<file path="config.mk">
export PLATFORM = sky130hd
export DESIGN_NAME = encoder_speed_ctrl
export DESIGN_NICKNAME = d
export VERILOG_FILES = /design/src/rtl/encoder_ctrl_pkg.sv /design/src/rtl/encoder_period_timer.sv /design/src/rtl/encoder_speed_ctrl.sv
export SDC_FILE = /design/constraint.sdc
export NUM_CORES = 1
export LEC_CHECK = 0
export ABC_AREA = 1
export ABC_CLOCK_PERIOD_IN_PS = 5300
export BUFFER_PORTS_ARGS = -buffer_cell sky130_fd_sc_hd__buf_2
export CELL_PAD_IN_SITES_DETAIL_PLACEMENT = 0
export CELL_PAD_IN_SITES_GLOBAL_PLACEMENT = 2
export CORE_AREA = 2 2 158 160
export DETAILED_ROUTE_END_ITERATION = 8
export DIE_AREA = 0 0 160 162
export GPL_TIMING_DRIVEN = 0
export PLACE_DENSITY_LB_ADDON = 0.1
export SYNTH_ARGS = -nofsm -noshare
export SYNTH_HDL_FRONTEND = slang
export SYNTH_SLANG_ARGS = --single-unit
</file>
<file path="constraint.sdc">
create_clock -name i_clk -period 5.3 [get_ports i_clk]
set_clock_uncertainty 0.05 [all_clocks]
set_input_delay 1.06 -clock i_clk [delete_from_list [all_inputs] [get_ports i_clk]]
set_output_delay 1.06 -clock i_clk [all_outputs]
set_load 0.02 [all_outputs]
</file>
<file path="src/rtl/encoder_ctrl_pkg.sv">
// Shared types and helpers for the encoder measurement controller.
package encoder_ctrl_pkg;

   // Widths of the snapshot payload fields
   localparam int unsigned SNAP_POS_W = 16;
   localparam int unsigned SNAP_CNT_W = 16;

   typedef enum logic [1:0] {
      ST_OFF    = 2'd0,
      ST_ARMED  = 2'd1,
      ST_TIMING = 2'd2,
      ST_STALL  = 2'd3
   } period_state_t;

   typedef struct packed {
      logic [SNAP_POS_W-1:0] pos;
      logic [SNAP_CNT_W-1:0] speed;
      logic [SNAP_CNT_W-1:0] period;
   } snap_t;

   // Signed +/-1 step on a w-bit accumulator (carried in 32 bits), clamped at the w-bit limits
   function automatic logic signed [31:0] sat_step(input logic signed [31:0] acc,
                                                   input logic               up,
                                                   input int unsigned        w);
      logic signed [31:0] max_v;
      logic signed [31:0] min_v;
      max_v = (32'sd1 <<< (w - 32'd1)) - 32'sd1;
      min_v = -(32'sd1 <<< (w - 32'd1));
      if (up) begin
         return (acc >= max_v) ? max_v : acc + 32'sd1;
      end
      return (acc <= min_v) ? min_v : acc - 32'sd1;
   endfunction

endpackage

</file>
<file path="src/rtl/encoder_period_timer.sv">
// Step-to-step period measurement with direction tracking and stall detection.
module encoder_period_timer
   import encoder_ctrl_pkg::*;
#(
   parameter int unsigned CNT_W        = 16,
   parameter int unsigned STALL_CYCLES = 50000
) (
   input  logic             i_clk,
   input  logic             i_rst,
   input  logic             i_en,
   input  logic             i_step,
   input  logic             i_polarity,
   output logic [CNT_W-1:0] o_period,
   output logic             o_dir,
   output logic             o_stalled,
   output logic [CNT_W-1:0] o_period_nxt_c,
   output logic             o_stalled_nxt_c
);

   localparam logic [CNT_W-1:0] STALL_LAST = CNT_W'(STALL_CYCLES - 1);

   period_state_t    state_q;
   logic [CNT_W-1:0] cnt_q;
   logic [CNT_W-1:0] period_q;
   logic [CNT_W-1:0] period_d;
   logic             dir_q;
   logic             stalled_q;
   logic             stalled_d;
   logic             same_step;
   logic             stall_hit;

   // This cycle's period/stall outcome; also exposed so the snapshot sees post-update values
   always_comb begin
      same_step = 1'b0;
      stall_hit = 1'b0;
      period_d  = period_q;
      stalled_d = stalled_q;
      if (i_en) begin
         case (state_q)
            ST_ARMED, ST_TIMING: begin
               same_step = i_step && (state_q == ST_TIMING) && (i_polarity == dir_q);
               stall_hit = !i_step && (cnt_q == STALL_LAST);
            end
            ST_STALL: begin
               if (i_step) stalled_d = 1'b0;
            end
            default: begin
            end
         endcase
         if (same_step) period_d = cnt_q;
         if (stall_hit) begin
            period_d  = '1;
            stalled_d = 1'b1;
         end
      end
   end

   // Period FSM: any step restarts timing from 1 and records its direction
   always_ff @(posedge i_clk) begin
      if (i_rst) begin
         state_q   <= ST_OFF;
         cnt_q     <= '0;
         period_q  <= '0;
         dir_q     <= 1'b0;
         stalled_q <= 1'b0;
      end else begin
         period_q  <= period_d;
         stalled_q <= stalled_d;
         if (!i_en) begin
            state_q <= ST_OFF;
            cnt_q   <= '0;
         end else begin
            case (state_q)
               ST_OFF: begin
                  state_q <= ST_ARMED;
                  cnt_q   <= '0;
               end
               ST_ARMED, ST_TIMING, ST_STALL: begin
                  if (i_step) begin
                     state_q <= ST_TIMING;
                     cnt_q   <= CNT_W'(1);
                     dir_q   <= i_polarity;
                  end else if (stall_hit) begin
                     state_q <= ST_STALL;
                  end else if (state_q != ST_STALL) begin
                     cnt_q <= cnt_q + CNT_W'(1);
                  end
               end
               default: state_q <= ST_OFF;
            endcase
         end
      end
   end

   assign o_period        = period_q;
   assign o_dir           = dir_q;
   assign o_stalled       = stalled_q;
   assign o_period_nxt_c  = period_d;
   assign o_stalled_nxt_c = stalled_d;

endmodule

</file>
<file path="src/rtl/encoder_speed_ctrl.sv">
// Encoder measurement controller: position, windowed speed, period and coherent snapshot port.
module encoder_speed_ctrl
   import encoder_ctrl_pkg::*;
#(
   parameter int unsigned POS_W        = 16,
   parameter int unsigned CNT_W        = 16,
   parameter int unsigned WIN_CYCLES   = 1000,
   parameter int unsigned STALL_CYCLES = 50000
) (
   input  logic             i_clk,
   input  logic             i_rst,
   input  logic             i_en,
   input  logic             i_step,
   input  logic             i_polarity,
   input  logic             i_clr_pos,
   input  logic             i_snap_req,
   output logic             o_snap_ack,
   output logic [POS_W-1:0] o_position,
   output logic [CNT_W-1:0] o_win_steps,
   output logic             o_win_valid,
   output logic [CNT_W-1:0] o_period,
   output logic             o_dir,
   output logic             o_stalled,
   output logic [POS_W-1:0] o_snap_pos,
   output logic [CNT_W-1:0] o_snap_speed,
   output logic [CNT_W-1:0] o_snap_period
);

   localparam logic [CNT_W-1:0] WIN_LAST = CNT_W'(WIN_CYCLES - 1);

   logic [POS_W-1:0]        pos_q;
   logic [POS_W-1:0]        pos_d;
   logic [CNT_W-1:0]        win_cnt_q;
   logic signed [CNT_W-1:0] acc_q;
   logic signed [CNT_W-1:0] acc_step;
   logic [CNT_W-1:0]        win_steps_q;
   logic [CNT_W-1:0]        win_steps_d;
   logic                    win_valid_q;
   logic                    win_end;
   logic                    ack_q;
   logic                    ack_d;
   logic                    done_q;
   logic                    done_d;
   logic                    snap_trig;
   snap_t                   snap_q;
   snap_t                   snap_d;
   logic [CNT_W-1:0]        period_nxt;
   logic                    stalled_nxt;

   encoder_period_timer #(
      .CNT_W        (CNT_W),
      .STALL_CYCLES (STALL_CYCLES)
   ) u_period (
      .i_clk           (i_clk),
      .i_rst           (i_rst),
      .i_en            (i_en),
      .i_step          (i_step),
      .i_polarity      (i_polarity),
      .o_period        (o_period),
      .o_dir           (o_dir),
      .o_stalled       (o_stalled),
      .o_period_nxt_c  (period_nxt),
      .o_stalled_nxt_c (stalled_nxt)
   );

   // Next position: clear wins over a coincident step, otherwise modular +/-1
   always_comb begin
      pos_d = pos_q;
      if (i_clr_pos) begin
         pos_d = '0;
      end else if (i_step) begin
         pos_d = i_polarity ? pos_q + POS_W'(1) : pos_q - POS_W'(1);
      end
   end

   // Window accumulator including this cycle's step, and the value published at window end
   always_comb begin
      acc_step = acc_q;
      if (i_step) acc_step = CNT_W'(sat_step(32'(acc_q), i_polarity, CNT_W));
      win_end     = i_en && (win_cnt_q == WIN_LAST);
      win_steps_d = win_end ? acc_step : win_steps_q;
   end

   // Four-phase handshake; after a capture, req must be seen low with ack low before the next one
   always_comb begin
      snap_trig = i_snap_req && !ack_q && !done_q;
      ack_d     = snap_trig || (ack_q && i_snap_req);
      done_d    = done_q;
      if (snap_trig) begin
         done_d = 1'b1;
      end else if (!i_snap_req && !ack_q) begin
         done_d = 1'b0;
      end
      snap_d = snap_q;
      if (snap_trig) begin
         snap_d.pos    = SNAP_POS_W'(pos_d);
         snap_d.speed  = SNAP_CNT_W'(win_steps_d);
         snap_d.period = stalled_nxt ? '1 : SNAP_CNT_W'(period_nxt);
      end
   end

   // Position, speed window and snapshot registers
   always_ff @(posedge i_clk) begin
      if (i_rst) begin
         pos_q       <= '0;
         win_cnt_q   <= '0;
         acc_q       <= '0;
         win_steps_q <= '0;
         win_valid_q <= 1'b0;
         ack_q       <= 1'b0;
         done_q      <= 1'b0;
         snap_q      <= '0;
      end else begin
         pos_q       <= pos_d;
         win_steps_q <= win_steps_d;
         ack_q       <= ack_d;
         done_q      <= done_d;
         snap_q      <= snap_d;
         if (!i_en) begin
            win_cnt_q   <= '0;
            acc_q       <= '0;
            win_valid_q <= 1'b0;
         end else if (win_end) begin
            win_cnt_q   <= '0;
            acc_q       <= '0;
            win_valid_q <= 1'b1;
         end else begin
            win_cnt_q   <= win_cnt_q + CNT_W'(1);
            acc_q       <= acc_step;
            win_valid_q <= 1'b0;
         end
      end
   end

   assign o_position    = pos_q;
   assign o_win_steps   = win_steps_q;
   assign o_win_valid   = win_valid_q;
   assign o_snap_ack    = ack_q;
   assign o_snap_pos    = POS_W'(snap_q.pos);
   assign o_snap_speed  = CNT_W'(snap_q.speed);
   assign o_snap_period = CNT_W'(snap_q.period);

endmodule

</file>
* After elaboration in Yosys (flattened, before gate mapping)
Index checks and enable logic that the tools add are counted.
Widths: inputs -> output; s select.
** Storage, ports and cells
- Register bits after elaboration :: 151
- Input port bits :: 7
- Output and inout port bits :: 100
- Word-level logic and storage cells :: 89
** Operators by class
- Add/sub/neg operators :: 6
- Order comparisons :: 2
- Equality and inequality tests :: 10
- Muxes and demuxes :: 34
- Bitwise logic cells :: 1
- Reduce and logical (&&, ||, !) cells :: 21
** Operators by type and width (number)
- $mux 16 :: 16
- $add 16x1->16 const B :: 3
- $pmux 16 s2 :: 1
- $add 16x2->16 const B :: 1
- $eq 16x10->1 const B :: 1
- $eq 16x16->1 const B :: 1
- $ge 16x16->1 const B :: 1
- $le 16x16->1 const B :: 1
- $sub 16x1->16 const B :: 1
- $sub 16x2->16 const B :: 1
- $mux 1 :: 14
- $logic_and 1x1->1 :: 8
- $ne 3x2->1 const B :: 2
- $reduce_or 3->1 :: 2
- $eq 2x2->1 const B :: 2
- $logic_not 1->1 :: 4
- $mux 2 :: 2
- $pmux 2 s2 :: 1
- $reduce_or 2->1 :: 2
- $ne 3x3->1 const B :: 1
- $reduce_and 3->1 :: 1
- $eq 2x1->1 const B :: 1
- $logic_not 2->1 :: 1
- $ne 2x2->1 const B :: 1
- other kinds (5) :: 5

* Logic depth before layout (Yosys ltp)
Gate-level depths: netlist of run 1.
- Depth in word-level cells :: 9
- Gate-level depth with buffers :: 16
- Mapped depth without buffers :: 15

* Cells and area by module
Synthesis of run 1 repeated with hierarchy kept, for this count alone.
** Second synthesis, totals
- Cell total of the unflattened synthesis :: 1285
- Area, all modules :: 8520.7 µm²
** Modules (own cells, without submodules)
- encoder_speed_ctrl :: instances 1, cells an instance 943, area an instance 6286.0 µm², seq. area each 2302.2 µm²
- encoder_period_timer :: instances 1, cells an instance 342, area an instance 2234.6 µm², seq. area each 720.7 µm²

* Least setup slack after synthesis of run 1
OpenSTA, ideal clock, no wires.
- Path type :: input to register
- Start :: input port i_polarity
- End :: register snap_q, in the netlist o_snap_pos[13]
- Library setup time :: 128 ps
- Arrival :: 2735 ps
- Data required time :: 5122 ps
- Path slack :: 2386 ps
- Cell stages on the path :: 13
- Path through :: buf_4 inv_1 ha_1 nand2_1 inv_1 a21oi_1 nor2_1 nor3_1 nand2_1 nand2_1 nand3_1 nand2_1 a21oi_1
** Between the ends
- Cells in the longest elaborated chain, start to end :: 3
** Ends and longest elaborated chain
- start: declaration :: line encoder_speed_ctrl.sv:14 : input logic i_polarity,
- $mux 16 :: line encoder_speed_ctrl.sv:72 : pos_d = i_polarity ? pos_q + POS_W'(1) : pos_q - POS_W'(1);
- $mux 16 :: line encoder_speed_ctrl.sv:71 : end else if (i_step) begin
- $mux 16 :: line encoder_speed_ctrl.sv:69 : if (i_clr_pos) begin
- end signal: assignment :: line encoder_speed_ctrl.sv:118 : snap_q <= snap_d;
- end: declaration :: line encoder_speed_ctrl.sv:45 : snap_t snap_q;
Every way passes these cells.
A chain may end at the register's enable or synchronous reset.

* Final worst setup path of run 1
- Start :: input port i_polarity
- End :: register snap_q, in the netlist o_snap_pos[12]
Same word-level chain as after synthesis.

==> results of run 1 <==
layout by cell type, fill, tap and decap left out, types with 3 or more instances in the layout:
cell / synthesis / routed
nand4_1: 15 / 15
clkbuf_16: 0 / 17
o211ai_1: 15 / 15
nand3_1: 99 / 99
bufinv_16: 0 / 3
nor2_1: 179 / 179
nand3_2: 20 / 20
dfxtp_1: 151 / 151
nor4_1: 4 / 4
nor4_2: 4 / 4
a21oi_1: 80 / 80
inv_1: 120 / 120
buf_2: 11 / 115
buf_6: 7 / 7
xor2_1: 26 / 26
or2_2: 4 / 4
nand2_2: 6 / 6
o21a_1: 18 / 18
nand3b_1: 3 / 3
buf_1: 5 / 5
inv_2: 5 / 5
nor2_2: 8 / 8
clkbuf_1: 30 / 30
nand2_1: 299 / 299
inv_8: 0 / 3
inv_6: 0 / 5
nor3_1: 24 / 24
o21ai_0: 59 / 59
ha_1: 22 / 22
synth_stat cells (2+ instances only):
cell,instances,area (um^2)
or2_2,4,25.0
nor3_1,24,120
nand4_1,15,93.8
o21ai_1,2,10.0
o21a_1,18,135
xnor2_1,2,17.5
nand2_1,299,1120
nand3_2,20,200
a311oi_1,2,17.5
o21ai_0,59,295
a21oi_1,80,400
nand2_2,6,37.5
dfxtp_1,151,3020
a21oi_2,2,17.5
clkbuf_1,30,113
inv_1,120,450
nand3_1,99,495
xor2_1,26,228
nor4_1,4,25.0
buf_4,2,15.0
nand2_4,2,22.5
inv_2,5,18.8
and2_1,2,12.5
a211oi_1,2,15.0
buf_2,11,55.1
buf_6,7,78.8
buf_1,5,18.8
nand3b_1,3,22.5
nor2_2,8,50.1
ha_1,22,275
nor2_1,179,672
o211ai_1,15,113
nor4_2,4,50.1
final cells by class:
class | instances | area [um^2]
sequential | 151 | 3020
inverter | 127 | 478
clock inverter | 15 | 205
buffer | 55 | 280
timing repair buffer | 104 | 520
tap | 324 | 405
multi-input combinational | 906 | 4550
clock buffer | 17 | 425
fill | 2649 | 14200
metrics by stage:
step           cells   util
2_1_floorplan   1239      -
3_3_place_gp    1667  0.384
3_5_place_dp    1667  0.384
4_1_cts         1699  0.410
5_1_grt         1699  0.410
6_report        1699  0.410
cell families after synthesis:
kind of cell    Yosys count  share of synthesized area
simple gates            671                      0.356
compound gates          184                      0.125
buf+inv                 182                     0.0910
flops                   151                      0.363
xor+xnor                 28                     0.0294
fa+ha+maj                23                     0.0354
worst max-delay path: cells and delay by family:
family / cells / cell delay (ns)
adder cells (fa/ha/maj): 1 / 0.41
AO/OA/AOI/OAI: 4 / 0.84
AND/OR/NAND/NOR: 4 / 0.28
buffers and inverters: 3 / 0.98
worst min path at each step:
stage | start | end | slack, ns | cells past startpoint
floorplan | win_cnt_q[0] | win_cnt_q[0] | 0.37 | 1
global placement | win_cnt_q[0] | win_cnt_q[0] | 0.38 | 1
detailed placement | win_cnt_q[0] | win_cnt_q[0] | 0.39 | 1
CTS | win_cnt_q[0] | win_cnt_q[0] | 0.40 | 1
global route | win_cnt_q[0] | win_cnt_q[0] | 0.44 | 1
finish | win_cnt_q[0] | win_cnt_q[0] | 0.40 | 1
report_power, final:
| group | switching [mW] | leakage [nW] | total (mW) | internal [mW] |
|---|---|---|---|---|
| clock network | 0.575 | 0.308 | 1.34 | 0.764 |
| logic | 0.302 | 3.00 | 0.435 | 0.133 |
| registers | 0.0302 | 1.23 | 1.21 | 1.18 |
routing by layer:
layer,up-vias,wire [um],global-route usage
li1,4255,-,-
met1,3754,14600,0.317
met5,-,0,0
met2,213,12100,0.348
met4,0,502,0.0684
met3,31,1220,0.0322
==> metrics.md, run 1 <==
| Metric | Value |
|---|---|
| Die height | `around 160 um` |
| Detailed placement HPWL | `approximately 21000 um` |
| Primary FF master, synth | `dfxtp_1` |
| First-pass GRT wire length | `between 40000 and 50000 um` |
| Hold Fails Final Rpt | `0` |
| Clock Sink Count | `151` |
| PwrDens | `301 nW/um^2` |
| R2R setup slack | `around 2.9 ns` |
| YS warnings | `0` |
| CP max stage cell | `inv_1` |
| Design area | `slightly below 10000 um^2` |
| N_diodes | `0` |
| Fin Hold WS | `between 0.4 and 0.5 ns` |
| HP Class | `reg2reg` |
| Setup ws final | `1.96 ns` |
| Num CTS Buffers | `17` |
| Worst VDD drop | `roughly 0.16 mV` |
| Setup crit start kind | `input port` |
| Die area | `25900 um^2` |
| Area delta synth->final | `18.7%` |
| Max cap viols | `0` |
| CTS H-tree lvls | `4` |
| Min cycle time layout | `3.34 ns` |
| Root buffer cell | `clkbuf_16` |
| Flops & latches, synth | `~150` |
| Setup crit start | `i_polarity` |
| Core ar. | `24100 um^2` |
| I/O pins | `roughly 110` |
| Port buffer count | `104` |
| Hold-fix buffers at CTS | `0` |
| RSZ-0062 raised after global routing | `false` |
| Number of synthesized flops with an enable pin | `0` |
| Die Wd | `approximately 160 um` |
| Routed Antenna Nets | `0` |
| Initial DRT Pass Iterations | `5` |
| Ys async rst share | `0` |
| CP Capture Type | `flop` |
| Overflow left after global routing | `0` |
| # DRC | `0` |
| Slew margin rel. | `0.343` |
| Vias in the first global route | `8007` |
| Rows | `between 50 and 60` |
| DR WL/cell | `between 15 and 20 um` |
| Syn nets | `around 1300` |
| Clk buf depth | `2` |
| Worst-margin pin slew | `around 1 ns` |
| Worst setup path endpoint | `o_snap_pos[12]` |
| Final Net Count | `~1400` |
| CTS tree | `yes` |
| Syn Inst Count | `1239` |
| Register area share after synthesis | `0.363` |
| Setup TNS | `0 ns` |
| Finish-stage setup viols | `0` |
| Tot GR Track Use | `0.222` |
| CTS clk-pin slew, worst paths | `0.07 ns` |
| Resized cells post-CTS | `0` |
| Final Slew Violations | `0` |
| Proportion of layout cells with a drive suffix above 1 | `0.153` |
| Final period util | `0.630` |
| Leak | `approximately 4.5 nW` |
| Critical path peak fanout | `18` |
| Setup slack at placement | `roughly 1.5 ns` |
| Syn Std Cell Area | `between 8000 and 9000 um^2` |
| R2r endpoint | `acc_q[7]` |
| CP max stage delay | `between 0.6 and 0.7 ns` |
| Reg-to-Reg Start | `win_cnt_q[0]` |
| Crit path cell chain | `buf_2 > buf_4 > inv_1 > ha_1 > a21oi_1 > o21ai_0 > nand2_1 > nand3_1 > nand2_1 > nand2_1 > o21ai_0 > a21oi_1` |
| Vias | `a little over 8000` |
| Initial core utilization | `0.346` |
| Max Fclk | `approximately 0.30 GHz` |
| Via density | `slightly below 5` |
| Most used cell, CP | `nand2_1` |
| Initial antenna violation count | `0` |
| Worst Path Required | `between 5 and 6 ns` |
| CP Class | `in2reg` |
| Crit path DAT | `between 3 and 4 ns` |
| Yosys cell types | `42` |
| Syn_area_per_cell | `6.73 um^2` |
| Post-CTS Setup Inserts | `0` |
| Placed Area | `approximately 9000 um^2` |
| Largest net degree at the start of global routing | `19` |
| Final WL | `28400 um` |
| Clock latency at the later pin of the worst-skew pair | `0.43 ns` |
| Power consumption | `~3.0 mW` |
| R2r worst-path depth | `7` |
| Routability-driven placement congestion ratio | `~0.84` |
| Status | `finished clean` |
| Number of DRC markers in iteration 0 | `between 500 and 600` |
Note: power is estimated with default switching activity, not from simulation.
==> run 2: changes to the inputs <==
- ABC_CLOCK_PERIOD_IN_PS: 5300 -> 3450
- CORE_AREA: 2 2 158 160 -> 2 2 165 167
- DIE_AREA: 0 0 160 162 -> 0 0 167 169
- clock period: 5.3 -> 3.45 ns (I/O delays scaled with it)
==> run 2 against run 1 <==
  * Register-to-register slack lost 1.8 ns
  * Clock-buffer cell count unchanged
  * Final cell count grew 1.0%
  * Sequential cell count stayed put
  * Combinational power is 53% higher
  * First-iteration DRC count down 7.3%
  * Via count is 1.3% higher
  * Largest cell class unchanged
==> metrics.md, run 2 (synthesized netlist as in run 1, its figures left out) <==
| Metric | Value |
|---|---|
| Status | `finished clean` |
| RSZ-0062 raised after global routing | `false` |
| Comb pwr share | `0.148` |
| P_int | `~3.0 mW` |
| Switching Power | `between 1 and 1.5 mW` |
| Area delta synth->final | `18.9%` |
| Rows | `60` |
| Vias | `8360` |
| Design area | `9910 um^2` |
| Leak | `between 4 and 5 nW` |
| Worst Path Required | `roughly 3.7 ns` |
| Vias in the first global route | `8020` |
| Clock latency at the later pin of the worst-skew pair | `between 0.4 and 0.5 ns` |
| Tot GR Track Use | `0.216` |
| Max Fclk | `roughly 0.33 GHz` |
| Clock Sink Count | `roughly 150` |
| Crit path DAT | `3.28 ns` |
| Max cap viols | `0` |
| Die height | `169 um` |
| Routability-driven placement congestion ratio | `about 0.87` |
| Num CTS Buffers | `17` |
| Commonest non-fill, non-tap cell in the layout | `nand2_1` |
| Root buffer cell | `clkbuf_16` |
| Initial core utilization | `0.314` |
| Initial DRT Pass Iterations | `5` |
| Final cell count without fillers | `approximately 1700` |
| Resized cells post-CTS | `0` |
| PwrDens | `between 400 and 500 nW/um^2` |
| Power consumption | `4.49 mW` |
| Number of fill cells | `2933` |
| Final core utilization | `0.374` |
| Number of DRC markers in iteration 0 | `about 530` |
| Setup crit start kind | `input port` |
| I/O pins | `about 110` |
| Detailed placement HPWL | `around 23000 um` |
| Switching part of the total | `0.330` |
| Setup TNS | `0 ns` |
| Final WL | `between 30000 and 40000 um` |
| Hold-fix buffers at CTS | `0` |
| N_diodes | `0` |
| Port buffer count | `between 100 and 150` |
| Routed Antenna Nets | `0` |
| # DRC | `0` |
| Largest net degree at the start of global routing | `20` |
| Worst-margin pin slew | `approximately 0.97 ns` |
| Clk buf depth | `2` |
| First-pass GRT wire length | `approximately 47000 um` |
| CP Capture Type | `flop` |
| Min cycle time layout | `3.01 ns` |
| Proportion of layout cells with a drive suffix above 1 | `0.153` |
| Post-CTS Setup Inserts | `0` |
| CTS tree | `yes` |
| CTS H-tree lvls | `4` |
| Hold Fails Final Rpt | `0` |
| HP Class | `reg2reg` |
| Sequential Power Share | `0.414` |
| Initial antenna violation count | `1` |
| Placed Area | `slightly above 9000 um^2` |
| Final period util | `0.873` |
| Worst VDD drop | `0.309 mV` |
| Overflow left after global routing | `0` |
| Finish-stage setup viols | `0` |
| Via density | `4.87` |
| CP Class | `in2reg` |
| Critical path peak fanout | `18` |
| CTS clk-pin slew, worst paths | `around 0.080 ns` |
| Die Wd | `between 150 and 200 um` |
| Die area | `about 28000 um^2` |
| Most frequent cells in the layout | `nand2_1 (299), nor2_1 (179), dfxtp_1 (151)` |
| Core ar. | `~27000 um^2` |
| Dpl cells | `approximately 1700` |
| Slew margin rel. | `0.357` |
| Final Slew Violations | `0` |
| Final Net Count | `~1400` |
| DR WL/cell | `roughly 18 um` |
| Clock network fraction of total power | `0.438` |
==> run 2: changes by cell type in the layout (fill, tap and decap cells not counted) <==
cell        before  now
inv_6            5    1
inv_12           0    2
bufinv_16        3    0
inv_8            3    2
clkinv_4         1    3
clkinvlp_4       1    0
clkinv_2         2    1
clkinv_8         1    7
==> run 2: critical path: stages <==
cell and delay (ns):
buf_2 0.12, buf_4 0.20, inv_1 0.67, ha_1 0.42, nand2_1 0.15, inv_1 0.07, a21oi_1 0.18, nor2_1 0.07
nor3_1 0.23, nand2_1 0.09, nand2_1 0.07, nand3_1 0.09, nand2_1 0.13, a21oi_1 0.07
==> run 2: final cells by class <==
type | instances | area [um^2] | area share
inverter | 127 | 478 | 0.0482
sequential | 151 | 3020 | 0.305
clock inverter | 15 | 204 | 0.0206
timing repair buffer | 104 | 520 | 0.0525
multi-input combinational | 906 | 4550 | 0.459
tap | 341 | 427 | 0.0431
clock buffer | 17 | 425 | 0.0429
buffer | 55 | 280 | 0.0283
==> run 2: final timing paths <==
kind | startpoint | end | slack, ns | cells after the start
max | i_polarity | o_snap_pos[13] | 0.44 | 14
min | win_cnt_q[0] | win_cnt_q[0] | 0.41 | 1
max reg2reg | acc_q[0] | o_snap_speed[12] | 1.09 | 15
min reg2reg | win_cnt_q[0] | win_cnt_q[0] | 0.41 | 1
==> run 2: power by group through the flow <==
| stage | sequential, mW | combinational (mW) | clock [mW] |
|---|---|---|---|
| finish | 1.86 | 0.665 | 1.97 |
| detailed placement | 1.90 | 0.669 | 0 |
| floorplan | 1.95 | 0.396 | 0 |
| global route | 1.87 | 0.749 | 2.09 |
| CTS | 1.86 | 0.672 | 2.03 |
| global placement | 1.90 | 0.667 | 0 |
==> run 2: per-layer routing <==
layer	vias up	share of wire	GRT usage	routed length [um]
met1	3852	0.51	0.304	15300
met5	-	0.00043	0	13
met3	28	0.040	0.0306	1200
met2	204	0.44	0.347	13300
met4	2	0.013	0.0555	400
li1	4274	-	-	-
==> run 2: metrics by stage <==
| step | setup WS, ns | hold WS, ns |
|---|---|---|
| after global placement | -0.0626 | 0.383 |
| final | 0.439 | 0.406 |
| after detailed placement | -0.0163 | 0.395 |
| after CTS | 0.434 | 0.409 |
| after global routing | 0.180 | 0.464 |
| after floorplan | 0.906 | 0.368 |
